--- config.mk ---
export PLATFORM = sky130hd
export DESIGN_NAME = rob_recovery_ctrl_flat
export DESIGN_NICKNAME = d
export VERILOG_FILES = /design/src/rtl/rob_recovery_ctrl_if.sv /design/src/rtl/rob_recovery_ctrl.sv /design/src/flat_wrapper.sv
export SDC_FILE = /design/constraint.sdc
export NUM_CORES = 1
export LEC_CHECK = 0
export BUFFER_PORTS_ARGS = -buffer_cell sky130_fd_sc_hd__buf_2
export CELL_PAD_IN_SITES_DETAIL_PLACEMENT = 0
export CELL_PAD_IN_SITES_GLOBAL_PLACEMENT = 1
export CORE_MARGIN = 1
export CORE_UTILIZATION = 25
export CTS_BUF_LIST = sky130_fd_sc_hd__clkbuf_4
export DETAILED_ROUTE_END_ITERATION = 16
export GPL_TIMING_DRIVEN = 0
export PLACE_DENSITY_LB_ADDON = 0.2
export SLEW_MARGIN = 20
export SYNTH_ARGS = -nofsm -noshare
export SYNTH_HDL_FRONTEND = slang
export SYNTH_SLANG_ARGS = --single-unit
--- constraint.sdc ---
create_clock -name clk -period 9.2 [get_ports clk]
set_input_delay 1.38 -clock clk [delete_from_list [all_inputs] [get_ports clk]]
set_output_delay 1.38 -clock clk [all_outputs]
set_load 0.02 [all_outputs]
--- src/rtl/rob_recovery_ctrl_if.sv ---
// rtl/rob_recovery_ctrl_if.sv - recovery bus between ROB, rename map, free list and the recovery sequencer
interface rob_recovery_ctrl_if #(
  parameter int TAG_W  = 5,
  parameter int PREG_W = 7,
  parameter int AREG_W = 5
);
  logic              mispredict;
  logic [TAG_W-1:0]  mispredict_tag;
  logic [TAG_W-1:0]  rob_head;
  logic [TAG_W-1:0]  rob_tail;
  logic [TAG_W-1:0]  rd_tag;
  logic              rd_has_dest;
  logic [AREG_W-1:0] rd_areg;
  logic [PREG_W-1:0] rd_pd_new;
  logic [PREG_W-1:0] rd_pd_old;
  logic              map_restore_en;
  logic [AREG_W-1:0] map_restore_areg;
  logic [PREG_W-1:0] map_restore_preg;
  logic              fl_free_en;
  logic [PREG_W-1:0] fl_free_preg;
  logic              stall_rename;
  logic              busy;
  logic              done;
  logic [TAG_W-1:0]  squash_cnt;

  // ROB / pipeline side
  modport master (
    output mispredict, mispredict_tag, rob_head, rob_tail,
    output rd_has_dest, rd_areg, rd_pd_new, rd_pd_old,
    input  rd_tag, map_restore_en, map_restore_areg, map_restore_preg,
    input  fl_free_en, fl_free_preg, stall_rename, busy, done, squash_cnt
  );

  // Recovery sequencer side
  modport slave (
    input  mispredict, mispredict_tag, rob_head, rob_tail,
    input  rd_has_dest, rd_areg, rd_pd_new, rd_pd_old,
    output rd_tag, map_restore_en, map_restore_areg, map_restore_preg,
    output fl_free_en, fl_free_preg, stall_rename, busy, done, squash_cnt
  );
endinterface

--- src/rtl/rob_recovery_ctrl.sv ---
// rtl/rob_recovery_ctrl.sv - youngest-first ROB walk restoring rename map and freeing pregs after a mispredict
module rob_recovery_ctrl #(
  parameter int ROB_DEPTH = 16,
  parameter int TAG_W     = 5,
  parameter int PREG_W    = 7,
  parameter int AREG_W    = 5
) (
  input logic                clk,
  input logic                reset,
  rob_recovery_ctrl_if.slave rec_if
);

  typedef enum logic [1:0] {IDLE, WALK, DONE} state_t;

  state_t           state_q;
  logic [TAG_W-1:0] cur_q;
  logic [TAG_W-1:0] end_q;
  logic [TAG_W-1:0] squash_cnt_q;
  logic             done_q;

  logic             older_mp;
  logic [TAG_W-1:0] end_d;
  logic             last_walk;
  logic             walk_dest;

  function automatic logic [TAG_W-1:0] inc_tag(input logic [TAG_W-1:0] t);
    inc_tag = (t == TAG_W'(ROB_DEPTH - 1)) ? '0 : t + TAG_W'(1);
  endfunction

  function automatic logic [TAG_W-1:0] dec_tag(input logic [TAG_W-1:0] t);
    dec_tag = (t == '0) ? TAG_W'(ROB_DEPTH - 1) : t - TAG_W'(1);
  endfunction

  // Age of a tag relative to the ROB head; smaller is older.
  function automatic logic [TAG_W-1:0] dist_tag(input logic [TAG_W-1:0] t,
                                                input logic [TAG_W-1:0] head);
    dist_tag = (t >= head) ? t - head : t + TAG_W'(ROB_DEPTH) - head;
  endfunction

  // Older mispredict during the walk moves the stop point, effective this same cycle.
  always_comb begin
    older_mp  = rec_if.mispredict && (state_q == WALK) &&
                (dist_tag(rec_if.mispredict_tag, rec_if.rob_head) < dist_tag(end_q, rec_if.rob_head));
    end_d     = older_mp ? rec_if.mispredict_tag : end_q;
    last_walk = (cur_q == inc_tag(end_d));
  end

  assign walk_dest               = reset && (state_q == WALK) && rec_if.rd_has_dest;
  assign rec_if.rd_tag           = cur_q;
  assign rec_if.map_restore_en   = walk_dest;
  assign rec_if.map_restore_areg = rec_if.rd_areg;
  assign rec_if.map_restore_preg = rec_if.rd_pd_old;
  assign rec_if.fl_free_en       = walk_dest;
  assign rec_if.fl_free_preg     = rec_if.rd_pd_new;
  assign rec_if.stall_rename     = rec_if.mispredict || (state_q != IDLE);
  assign rec_if.busy             = (state_q != IDLE);
  assign rec_if.done             = done_q;
  assign rec_if.squash_cnt       = squash_cnt_q;

  // Recovery FSM: start on mispredict, walk one entry per cycle, pulse done after DONE.
  always_ff @(posedge clk) begin
    if (!reset) begin
      state_q      <= IDLE;
      cur_q        <= '0;
      end_q        <= '0;
      squash_cnt_q <= '0;
      done_q       <= 1'b0;
    end else begin
      done_q <= 1'b0;
      case (state_q)
        IDLE: begin
          if (rec_if.mispredict) begin
            squash_cnt_q <= '0;
            if (rec_if.rob_tail == inc_tag(rec_if.mispredict_tag)) begin
              state_q <= DONE;
            end else begin
              cur_q   <= dec_tag(rec_if.rob_tail);
              end_q   <= rec_if.mispredict_tag;
              state_q <= WALK;
            end
          end
        end
        WALK: begin
          squash_cnt_q <= squash_cnt_q + TAG_W'(1);
          end_q        <= end_d;
          if (last_walk) begin
            state_q <= DONE;
          end else begin
            cur_q <= dec_tag(cur_q);
          end
        end
        DONE: begin
          done_q  <= 1'b1;
          state_q <= IDLE;
        end
        default: state_q <= IDLE;
      endcase
    end
  end

endmodule

--- src/flat_wrapper.sv ---
// flat-port wrapper written by rule: the top's interface ports become plain ports
module rob_recovery_ctrl_flat 
#(
  parameter int ROB_DEPTH = 16,
  parameter int TAG_W     = 5,
  parameter int PREG_W    = 7,
  parameter int AREG_W    = 5
)
  (clk, reset, rec_if_mispredict, rec_if_mispredict_tag, rec_if_rob_head, rec_if_rob_tail, rec_if_rd_has_dest, rec_if_rd_areg, rec_if_rd_pd_new, rec_if_rd_pd_old, rec_if_rd_tag, rec_if_map_restore_en, rec_if_map_restore_areg, rec_if_map_restore_preg, rec_if_fl_free_en, rec_if_fl_free_preg, rec_if_stall_rename, rec_if_busy, rec_if_done, rec_if_squash_cnt);
  rob_recovery_ctrl_if #(.TAG_W(TAG_W), .PREG_W(PREG_W), .AREG_W(AREG_W)) rec_if_i ();
  input logic clk;
  input logic reset;
  input wire logic [$bits(rec_if_i.mispredict)-1:0] rec_if_mispredict;
  input wire logic [$bits(rec_if_i.mispredict_tag)-1:0] rec_if_mispredict_tag;
  input wire logic [$bits(rec_if_i.rob_head)-1:0] rec_if_rob_head;
  input wire logic [$bits(rec_if_i.rob_tail)-1:0] rec_if_rob_tail;
  input wire logic [$bits(rec_if_i.rd_has_dest)-1:0] rec_if_rd_has_dest;
  input wire logic [$bits(rec_if_i.rd_areg)-1:0] rec_if_rd_areg;
  input wire logic [$bits(rec_if_i.rd_pd_new)-1:0] rec_if_rd_pd_new;
  input wire logic [$bits(rec_if_i.rd_pd_old)-1:0] rec_if_rd_pd_old;
  output wire logic [$bits(rec_if_i.rd_tag)-1:0] rec_if_rd_tag;
  output wire logic [$bits(rec_if_i.map_restore_en)-1:0] rec_if_map_restore_en;
  output wire logic [$bits(rec_if_i.map_restore_areg)-1:0] rec_if_map_restore_areg;
  output wire logic [$bits(rec_if_i.map_restore_preg)-1:0] rec_if_map_restore_preg;
  output wire logic [$bits(rec_if_i.fl_free_en)-1:0] rec_if_fl_free_en;
  output wire logic [$bits(rec_if_i.fl_free_preg)-1:0] rec_if_fl_free_preg;
  output wire logic [$bits(rec_if_i.stall_rename)-1:0] rec_if_stall_rename;
  output wire logic [$bits(rec_if_i.busy)-1:0] rec_if_busy;
  output wire logic [$bits(rec_if_i.done)-1:0] rec_if_done;
  output wire logic [$bits(rec_if_i.squash_cnt)-1:0] rec_if_squash_cnt;
  assign rec_if_i.mispredict = rec_if_mispredict;
  assign rec_if_i.mispredict_tag = rec_if_mispredict_tag;
  assign rec_if_i.rob_head = rec_if_rob_head;
  assign rec_if_i.rob_tail = rec_if_rob_tail;
  assign rec_if_i.rd_has_dest = rec_if_rd_has_dest;
  assign rec_if_i.rd_areg = rec_if_rd_areg;
  assign rec_if_i.rd_pd_new = rec_if_rd_pd_new;
  assign rec_if_i.rd_pd_old = rec_if_rd_pd_old;
  assign rec_if_rd_tag = rec_if_i.rd_tag;
  assign rec_if_map_restore_en = rec_if_i.map_restore_en;
  assign rec_if_map_restore_areg = rec_if_i.map_restore_areg;
  assign rec_if_map_restore_preg = rec_if_i.map_restore_preg;
  assign rec_if_fl_free_en = rec_if_i.fl_free_en;
  assign rec_if_fl_free_preg = rec_if_i.fl_free_preg;
  assign rec_if_stall_rename = rec_if_i.stall_rename;
  assign rec_if_busy = rec_if_i.busy;
  assign rec_if_done = rec_if_i.done;
  assign rec_if_squash_cnt = rec_if_i.squash_cnt;
  rob_recovery_ctrl #(.ROB_DEPTH(ROB_DEPTH), .TAG_W(TAG_W), .PREG_W(PREG_W), .AREG_W(AREG_W)) u_core (.clk(clk), .reset(reset), .rec_if(rec_if_i));
endmodule
After elaboration in Yosys (flattened, before gate mapping). Cells that the tools add are included.

$add $sub $neg: 11. $mul: 0. Divide/modulo/power cells: 0. Magnitude comparators: 3. Equality and inequality tests: 10. Shift-type cells: 0. Multiplexer cells: 21. Bitwise gates (word level): 0. Reduce and logical (&&, ||, !) cells: 14.

Operator list (number): $mux W5 (13); $pmux W5 S2 (3); $sub A5 B5 Y5 (4); $add A5 B1 Y5 const B (3); $add A5 B5 Y5 const B (2); $eq A5 B4 Y1 const B (2); $eq A5 B5 Y1 (2); $ge A5 B5 Y1 (2); $logic_not A5 Y1 (2); $sub A5 B1 Y5 const B (2); $mux W2 (3); $ne A2 B2 Y1 const B (3); $lt A5 B5 Y1 (1); $logic_and A1 B1 Y1 (4); $pmux W2 S2 (1); $reduce_and A2 Y1 (2); $reduce_and A4 Y1 (1); $reduce_bool A2 Y1 (2); $reduce_and A3 Y1 (1); $eq A2 B1 Y1 const B (1); $eq A2 B2 Y1 const B (1); $logic_not A2 Y1 (1); $ne A2 B1 Y1 const B (1); $logic_or A1 B1 Y1 (1); $mux W1 (1).

Register bits after elaboration: 18. Bits in latches: 0. Bits in writable memories: 0. Memory bits (read-only): 0. Bits of input ports: 38. Output and inout bits: 34. Word-level logic and storage cells: 64. Memories: 0.

Longest topological paths before layout.
Depth after elaboration: 11. Gate-level depth with buffers: 25. Depth with buffers taken out: 24.

Worst setup path after synthesis. Ideal clock, no wire load.

Path kind: input-to-reg. From: in rec_if_rob_head[1]. To: reg u_core.cur_q[2] (netlist: u_core.rec_if.rd_tag[2]). Library setup time: 0.096 ns. Arrival time: 5.494 ns. Data required time: 9.104 ns. Slack: 3.610 ns. Stages: 19. Buffers on the path: 0. Path through: inv_1 > ha_1 > fa_1 > a311oi_1 > o21ai_0 > nand2_1 > o21ai_0 > ha_1 > a21oi_1 > o21ai_4 > a21oi_4 > mux2_2 > ha_1 > nor3_1 > o32ai_2 > nor4_4 > nand3_1 > a2111o_1 > o41ai_2.

Word-level cells in the longest chain between the ends: 10. Elaborated cells between the ends (all ways): 17. Those cells by class: 5 x add/sub; 3 x order compare; 3 x eq/ne; 4 x mux; 2 x reduce/logical.

RTL lines: start: declaration (RTL line flat_wrapper.sv:15) `input wire logic [$bits(rec_if_i.rob_head)-1:0] rec_if_rob_head;`; $sub A5 B5 Y5 or $ge A5 B5 Y1 (tied branches) (RTL line rob_recovery_ctrl.sv:37) `dist_tag = (t >= head) ? t - head : t + TAG_W'(ROB_DEPTH) - head;`; $mux W5 (RTL line rob_recovery_ctrl.sv:37); $lt A5 B5 Y1 (*) (RTL line rob_recovery_ctrl.sv:43) `(dist_tag(rec_if.mispredict_tag, rec_if.rob_head) < dist_tag(end_q, rec_if.rob_head));`; $logic_and A1 B1 Y1 (*) (RTL line rob_recovery_ctrl.sv:42) `older_mp = rec_if.mispredict && (state_q == WALK) &&`; $mux W5 (*) (RTL line rob_recovery_ctrl.sv:44) `end_d = older_mp ? rec_if.mispredict_tag : end_q;`; $add A5 B1 Y5 or $eq A5 B4 Y1 (tied branches) (RTL line rob_recovery_ctrl.sv:27) `inc_tag = (t == TAG_W'(ROB_DEPTH - 1)) ? '0 : t + TAG_W'(1);`; $mux W5 (*) (RTL line rob_recovery_ctrl.sv:27); $eq A5 B5 Y1 (*) (RTL line rob_recovery_ctrl.sv:45) `last_walk = (cur_q == inc_tag(end_d));`; $ne A2 B2 Y1 (no line) (*); $reduce_and A4 Y1 (no line) (*); end signal: assignment (RTL line rob_recovery_ctrl.sv:77) `cur_q <= dec_tag(rec_if.rob_tail);`; end signal: assignment (RTL line rob_recovery_ctrl.sv:89) `cur_q <= dec_tag(cur_q);`; end: declaration (RTL line rob_recovery_ctrl.sv:16) `logic [TAG_W-1:0] cur_q;`.

Mark *: on every way between the ends. The rest lies on a longest branch, timed or not. A chain may end at the register's enable or synchronous reset.

Final worst setup path. Same ends and word-level chain as after synthesis.

==> impl_results.rst <==
.. list-table::
   :header-rows: 1

   * - Metric
     - Value
   * - Max-Cap Viols
     - 0
   * - Core occupancy in the finished layout
     - 30.7%
   * - Filler cell count in the final layout
     - 1103
   * - CTS tree
     - done
   * - Pre-antenna DRT Iters
     - 4
   * - Final net count
     - 440
   * - Path type of the worst min-delay path
     - reg -> reg
   * - Clock Sink Count
     - 18
   * - Distinct cells, synth
     - 66
   * - Required time at the worst-slack endpoint
     - 9.42 ns
   * - Kind of critical path
     - in -> reg
   * - Setup skew after layout
     - 0.00156 ns
   * - Actual slew at the worst max-slew pin
     - 0.611 ns
   * - Synthesized netlist net count
     - 383
   * - DRC errors left
     - 0
   * - Fraction of post-synthesis cell area in the top cell type by area
     - 14.0%
   * - Register area
     - 360 sq um
   * - Total CTS buffers
     - 3
   * - Initial antenna violation count
     - 0
   * - Hold worst-path end
     - u_core.rec_if.squash_cnt[1]
   * - PortBufs
     - 52
   * - Synth top area cells
     - sky130_fd_sc_hd__dfxtp_1 14%, sky130_fd_sc_hd__ha_1 12%, sky130_fd_sc_hd__fa_1 7.8%
   * - Beginning of the worst hold path
     - u_core.rec_if.squash_cnt[1]
   * - Standby leakage power
     - 1.38 nW
   * - Setup repair bufs after CTS
     - 0
   * - Placement row count
     - 36
   * - Peak ir drop on the vdd network
     - 43.8 uV
   * - Top cell family by delay on the critical path
     - compound AO/OA/AOI/OAI gates
   * - Maximum number of pins on one net before global-route repair
     - 11
   * - Number of synthesized flops with an enable pin
     - 0
   * - Setup violators final
     - 0
   * - Clk root buf
     - sky130_fd_sc_hd__clkbuf_4
   * - Number of hold buffers added after CTS
     - 0
   * - Setup TNS Final
     - 0 ns
   * - Number of design-rule violations left by the first detailed-router iteration
     - 79
   * - Worst Path Buf+Inv
     - 2
   * - Number of nets with antenna violations after detailed routing
     - 0
   * - Crit-path cells
     - buf_2, inv_1, ha_1, fa_1, a311oi_1, o21ai_0, nor2_1, a21oi_1, ha_1, a21oi_1, o21ai_4, a21oi_4, mux2_2, ha_1, nor3_1, o32ai_2, nor4_4, nand3_1, a2111o_1, o41ai_2
   * - Final Hold Viols
     - 0
   * - Routed vias/inst
     - 4.65
   * - Final weighted congestion in routability-driven placement
     - 0.741
   * - Worst flop-to-flop path endpoint
     - u_core.rec_if.rd_tag[2]
   * - Starting utilization of the core area
     - 26.1%
   * - Max-slew violation count
     - 0
   * - Worst reg2reg path depth
     - 18
   * - Area overhead of the layout relative to synthesis
     - 17.6%
   * - Non-filler cells, final
     - 499
   * - Placeable Area
     - 9860 sq um
   * - Number of global-route vias before repair
     - 2208
   * - Proportion of layout cells with a drive suffix above 1
     - 28.1%
   * - Detailed-placement wirelength estimate
     - 5810 um
   * - Crit path capture type
     - flop
   * - Async S/R FF share, synth
     - 0%
   * - Synthesized cell area
     - 2570 sq um
   * - # resized after CTS
     - 0
   * - Floorplan die area
     - 10700 sq um
   * - Wire length of the first global-routing pass
     - 11300 um
   * - Post-layout minimum cycle time
     - 5.95 ns
   * - Final Total Pwr
     - 0.447 mW
   * - Ranking of synthesized cells by instance count
     - 29 x sky130_fd_sc_hd__nor2_1, 26 x sky130_fd_sc_hd__inv_1, 25 x sky130_fd_sc_hd__ha_1, 25 x sky130_fd_sc_hd__nand2_1, 20 x sky130_fd_sc_hd__buf_4
   * - Vertical die dimension
     - 103 um
   * - Fmax
     - 168 MHz
   * - Startpoint type of the worst setup path
     - input pin
   * - Area of the multi-input gates
     - 1940 sq um
   * - Data arrival time at the worst-slack endpoint
     - 6.17 ns
   * - Post-Place Cells
     - 495
   * - Worst flop-to-flop path startpoint
     - u_core.end_q[1]
   * - Minimum hold slack
     - 0.583 ns
   * - Setup repair after global routing missed its margin
     - no
   * - Reg clk slew, reported paths
     - 0.11 ns
   * - Global routing usage summed across all routing layers
     - 13.8%
   * - Insertion delay of the later-clocked pin in the worst-skew pair
     - 0.30 ns
   * - Number of placed I/O pins
     - 72
   * - Critical Path Fanout Max
     - 7
   * - Register-to-register setup slack
     - 4.13 ns
   * - Number of warning messages in the yosys log
     - 0
   * - Worst-case clock buffer depth
     - 2
   * - Avg Cell Area, Syn
     - 8.30 sq um
   * - Fin crit share
     - 64.7%
   * - Total of flip-flops plus latches after synthesis
     - 18
   * - Most frequently used cell type in the post-synthesis netlist
     - sky130_fd_sc_hd__nor2_1
   * - WHS Path Cells
     - 2
   * - Grt ovf
     - 0
   * - Total vias in the final route
     - 2318
   * - Cell repeated most along the worst path
     - sky130_fd_sc_hd__ha_1
   * - Wirelength, routed
     - 6950 um
   * - Crit path largest cell delay
     - 0.45 ns
   * - Power Dens Cells
     - 148 nW/um^2
   * - Antenna cell count
     - 0
   * - Horiz. Die Dim
     - 103 um
   * - H-tree level count
     - 1
   * - Relative max-transition margin
     - 58.9%
   * - Avg WL per Cell
     - 13.9 um
   * - Biggest area consumer among synthesized cells
     - sky130_fd_sc_hd__dfxtp_1
   * - Top flip-flop cell by instance count after synthesis
     - sky130_fd_sc_hd__dfxtp_1
   * - Instance count of the mapped netlist
     - 310
   * - Share of the yosys chip area belonging to registers
     - 14.0%
   * - Status
     - finished, final reports clean
   * - Slowest library cell on the worst path
     - sky130_fd_sc_hd__a2111o_1
## layout make-up
class / instances / area share [%]
timing repair buffer: 52 / 8.60
clock inverter: 1 / 0.124
buffer: 26 / 5.75
tap: 133 / 5.50
clock buffer: 3 / 0.744
inverter: 26 / 3.22
sequential: 18 / 11.9
multi-input combinational: 240 / 64.2
## worst max path at each step
stage                                    endpoint                from  slack, ns  cells after the start
after floorplan           u_core.rec_if.rd_tag[2]  rec_if_rob_head[1]       3.61                     19
after global placement    u_core.rec_if.rd_tag[2]  rec_if_rob_head[1]       2.87                     20
after detailed placement  u_core.rec_if.rd_tag[2]  rec_if_rob_head[1]       2.83                     20
after CTS                 u_core.rec_if.rd_tag[2]  rec_if_rob_head[1]       3.15                     20
after global routing      u_core.rec_if.rd_tag[2]  rec_if_rob_head[1]       2.64                     22
final                     u_core.rec_if.rd_tag[2]  rec_if_rob_head[1]       3.25                     20
## power breakdown
group	leakage (nW)	switching, mW	total [mW]	internal (mW)
clock network	0.0154	0.0273	0.0431	0.0158
logic	1.22	0.181	0.302	0.121
registers	0.148	0.0152	0.102	0.0863
total	1.38	0.223	0.447	0.224
## flip-flops by register name (all words and copies together), names as in the netlist
| signal | flops |
|---|---|
| u_core.end_q | 5 |
| u_core.rec_if.rd_tag | 5 |
| u_core.rec_if.squash_cnt | 5 |
| u_core.state_q | 2 |
| u_core.rec_if.done | 1 |
## cells by family (layout without fill, tap and decap cells)
group | after synthesis | count (layout) | share of synthesized area [%]
fa+ha+maj | 35 | 35 | 19.9
buf+inv | 52 | 108 | 10.5
flops | 18 | 18 | 14.0
mux | 11 | 11 | 4.38
xor+xnor | 17 | 17 | 5.79
simple gates | 104 | 104 | 21.0
compound gates | 73 | 73 | 24.4
## layout by cell type, fill, tap and decap left out, types with 2 or more instances in the layout
cell,instances
sky130_fd_sc_hd__nand3_1,9
sky130_fd_sc_hd__o21ai_1,2
sky130_fd_sc_hd__fa_1,10
sky130_fd_sc_hd__o211ai_1,2
sky130_fd_sc_hd__mux2i_1,9
sky130_fd_sc_hd__xor2_1,8
sky130_fd_sc_hd__buf_4,20
sky130_fd_sc_hd__clkbuf_1,5
sky130_fd_sc_hd__nor3_1,10
sky130_fd_sc_hd__nand2_1,25
sky130_fd_sc_hd__ha_1,25
sky130_fd_sc_hd__o311ai_0,2
sky130_fd_sc_hd__a211oi_1,3
sky130_fd_sc_hd__buf_2,53
sky130_fd_sc_hd__clkbuf_4,3
sky130_fd_sc_hd__dfxtp_1,18
sky130_fd_sc_hd__a21boi_1,3
sky130_fd_sc_hd__xnor2_1,9
sky130_fd_sc_hd__and3_1,7
sky130_fd_sc_hd__a21oi_1,12
sky130_fd_sc_hd__a311oi_1,2
sky130_fd_sc_hd__mux2_2,2
sky130_fd_sc_hd__a21o_1,3
sky130_fd_sc_hd__nor2_1,29
sky130_fd_sc_hd__or2_2,4
sky130_fd_sc_hd__nand4_1,2
sky130_fd_sc_hd__o21ai_0,12
sky130_fd_sc_hd__inv_1,26
sky130_fd_sc_hd__a22oi_1,4
sky130_fd_sc_hd__a211oi_2,2
sky130_fd_sc_hd__o31ai_2,2
sky130_fd_sc_hd__o32ai_2,2
sky130_fd_sc_hd__nor2b_1,4
sky130_fd_sc_hd__and2_1,3
## worst register-to-register path, delay by kind of cell, from the launching register on
family / cells / cell delay (ns)
compound gates: 9 / 2.03
fa+ha+maj: 4 / 1.28
simple gates: 4 / 0.90
flops: 1 / 0.39
mux: 1 / 0.39
## routing by layer
| layer | vias up | GRT usage, % | wire (um) |
|---|---|---|---|
| met5 | - | 0 | 0 |
| met4 | 0 | 1.30 | 21 |
| met3 | 2 | 2.08 | 213 |
| met2 | 49 | 23.4 | 3250 |
| met1 | 1080 | 19.1 | 3470 |
| li1 | 1187 | - | - |
## stage by stage
stage | instance area, sq um | setup WS, ns
2_1_floorplan | 2570 | 3.61
3_3_place_gp | 3000 | 2.87
3_5_place_dp | 3000 | 2.83
4_1_cts | 3030 | 3.15
5_1_grt | 3030 | 2.64
6_report | 3030 | 3.25
(Power assumes the default switching activity.)
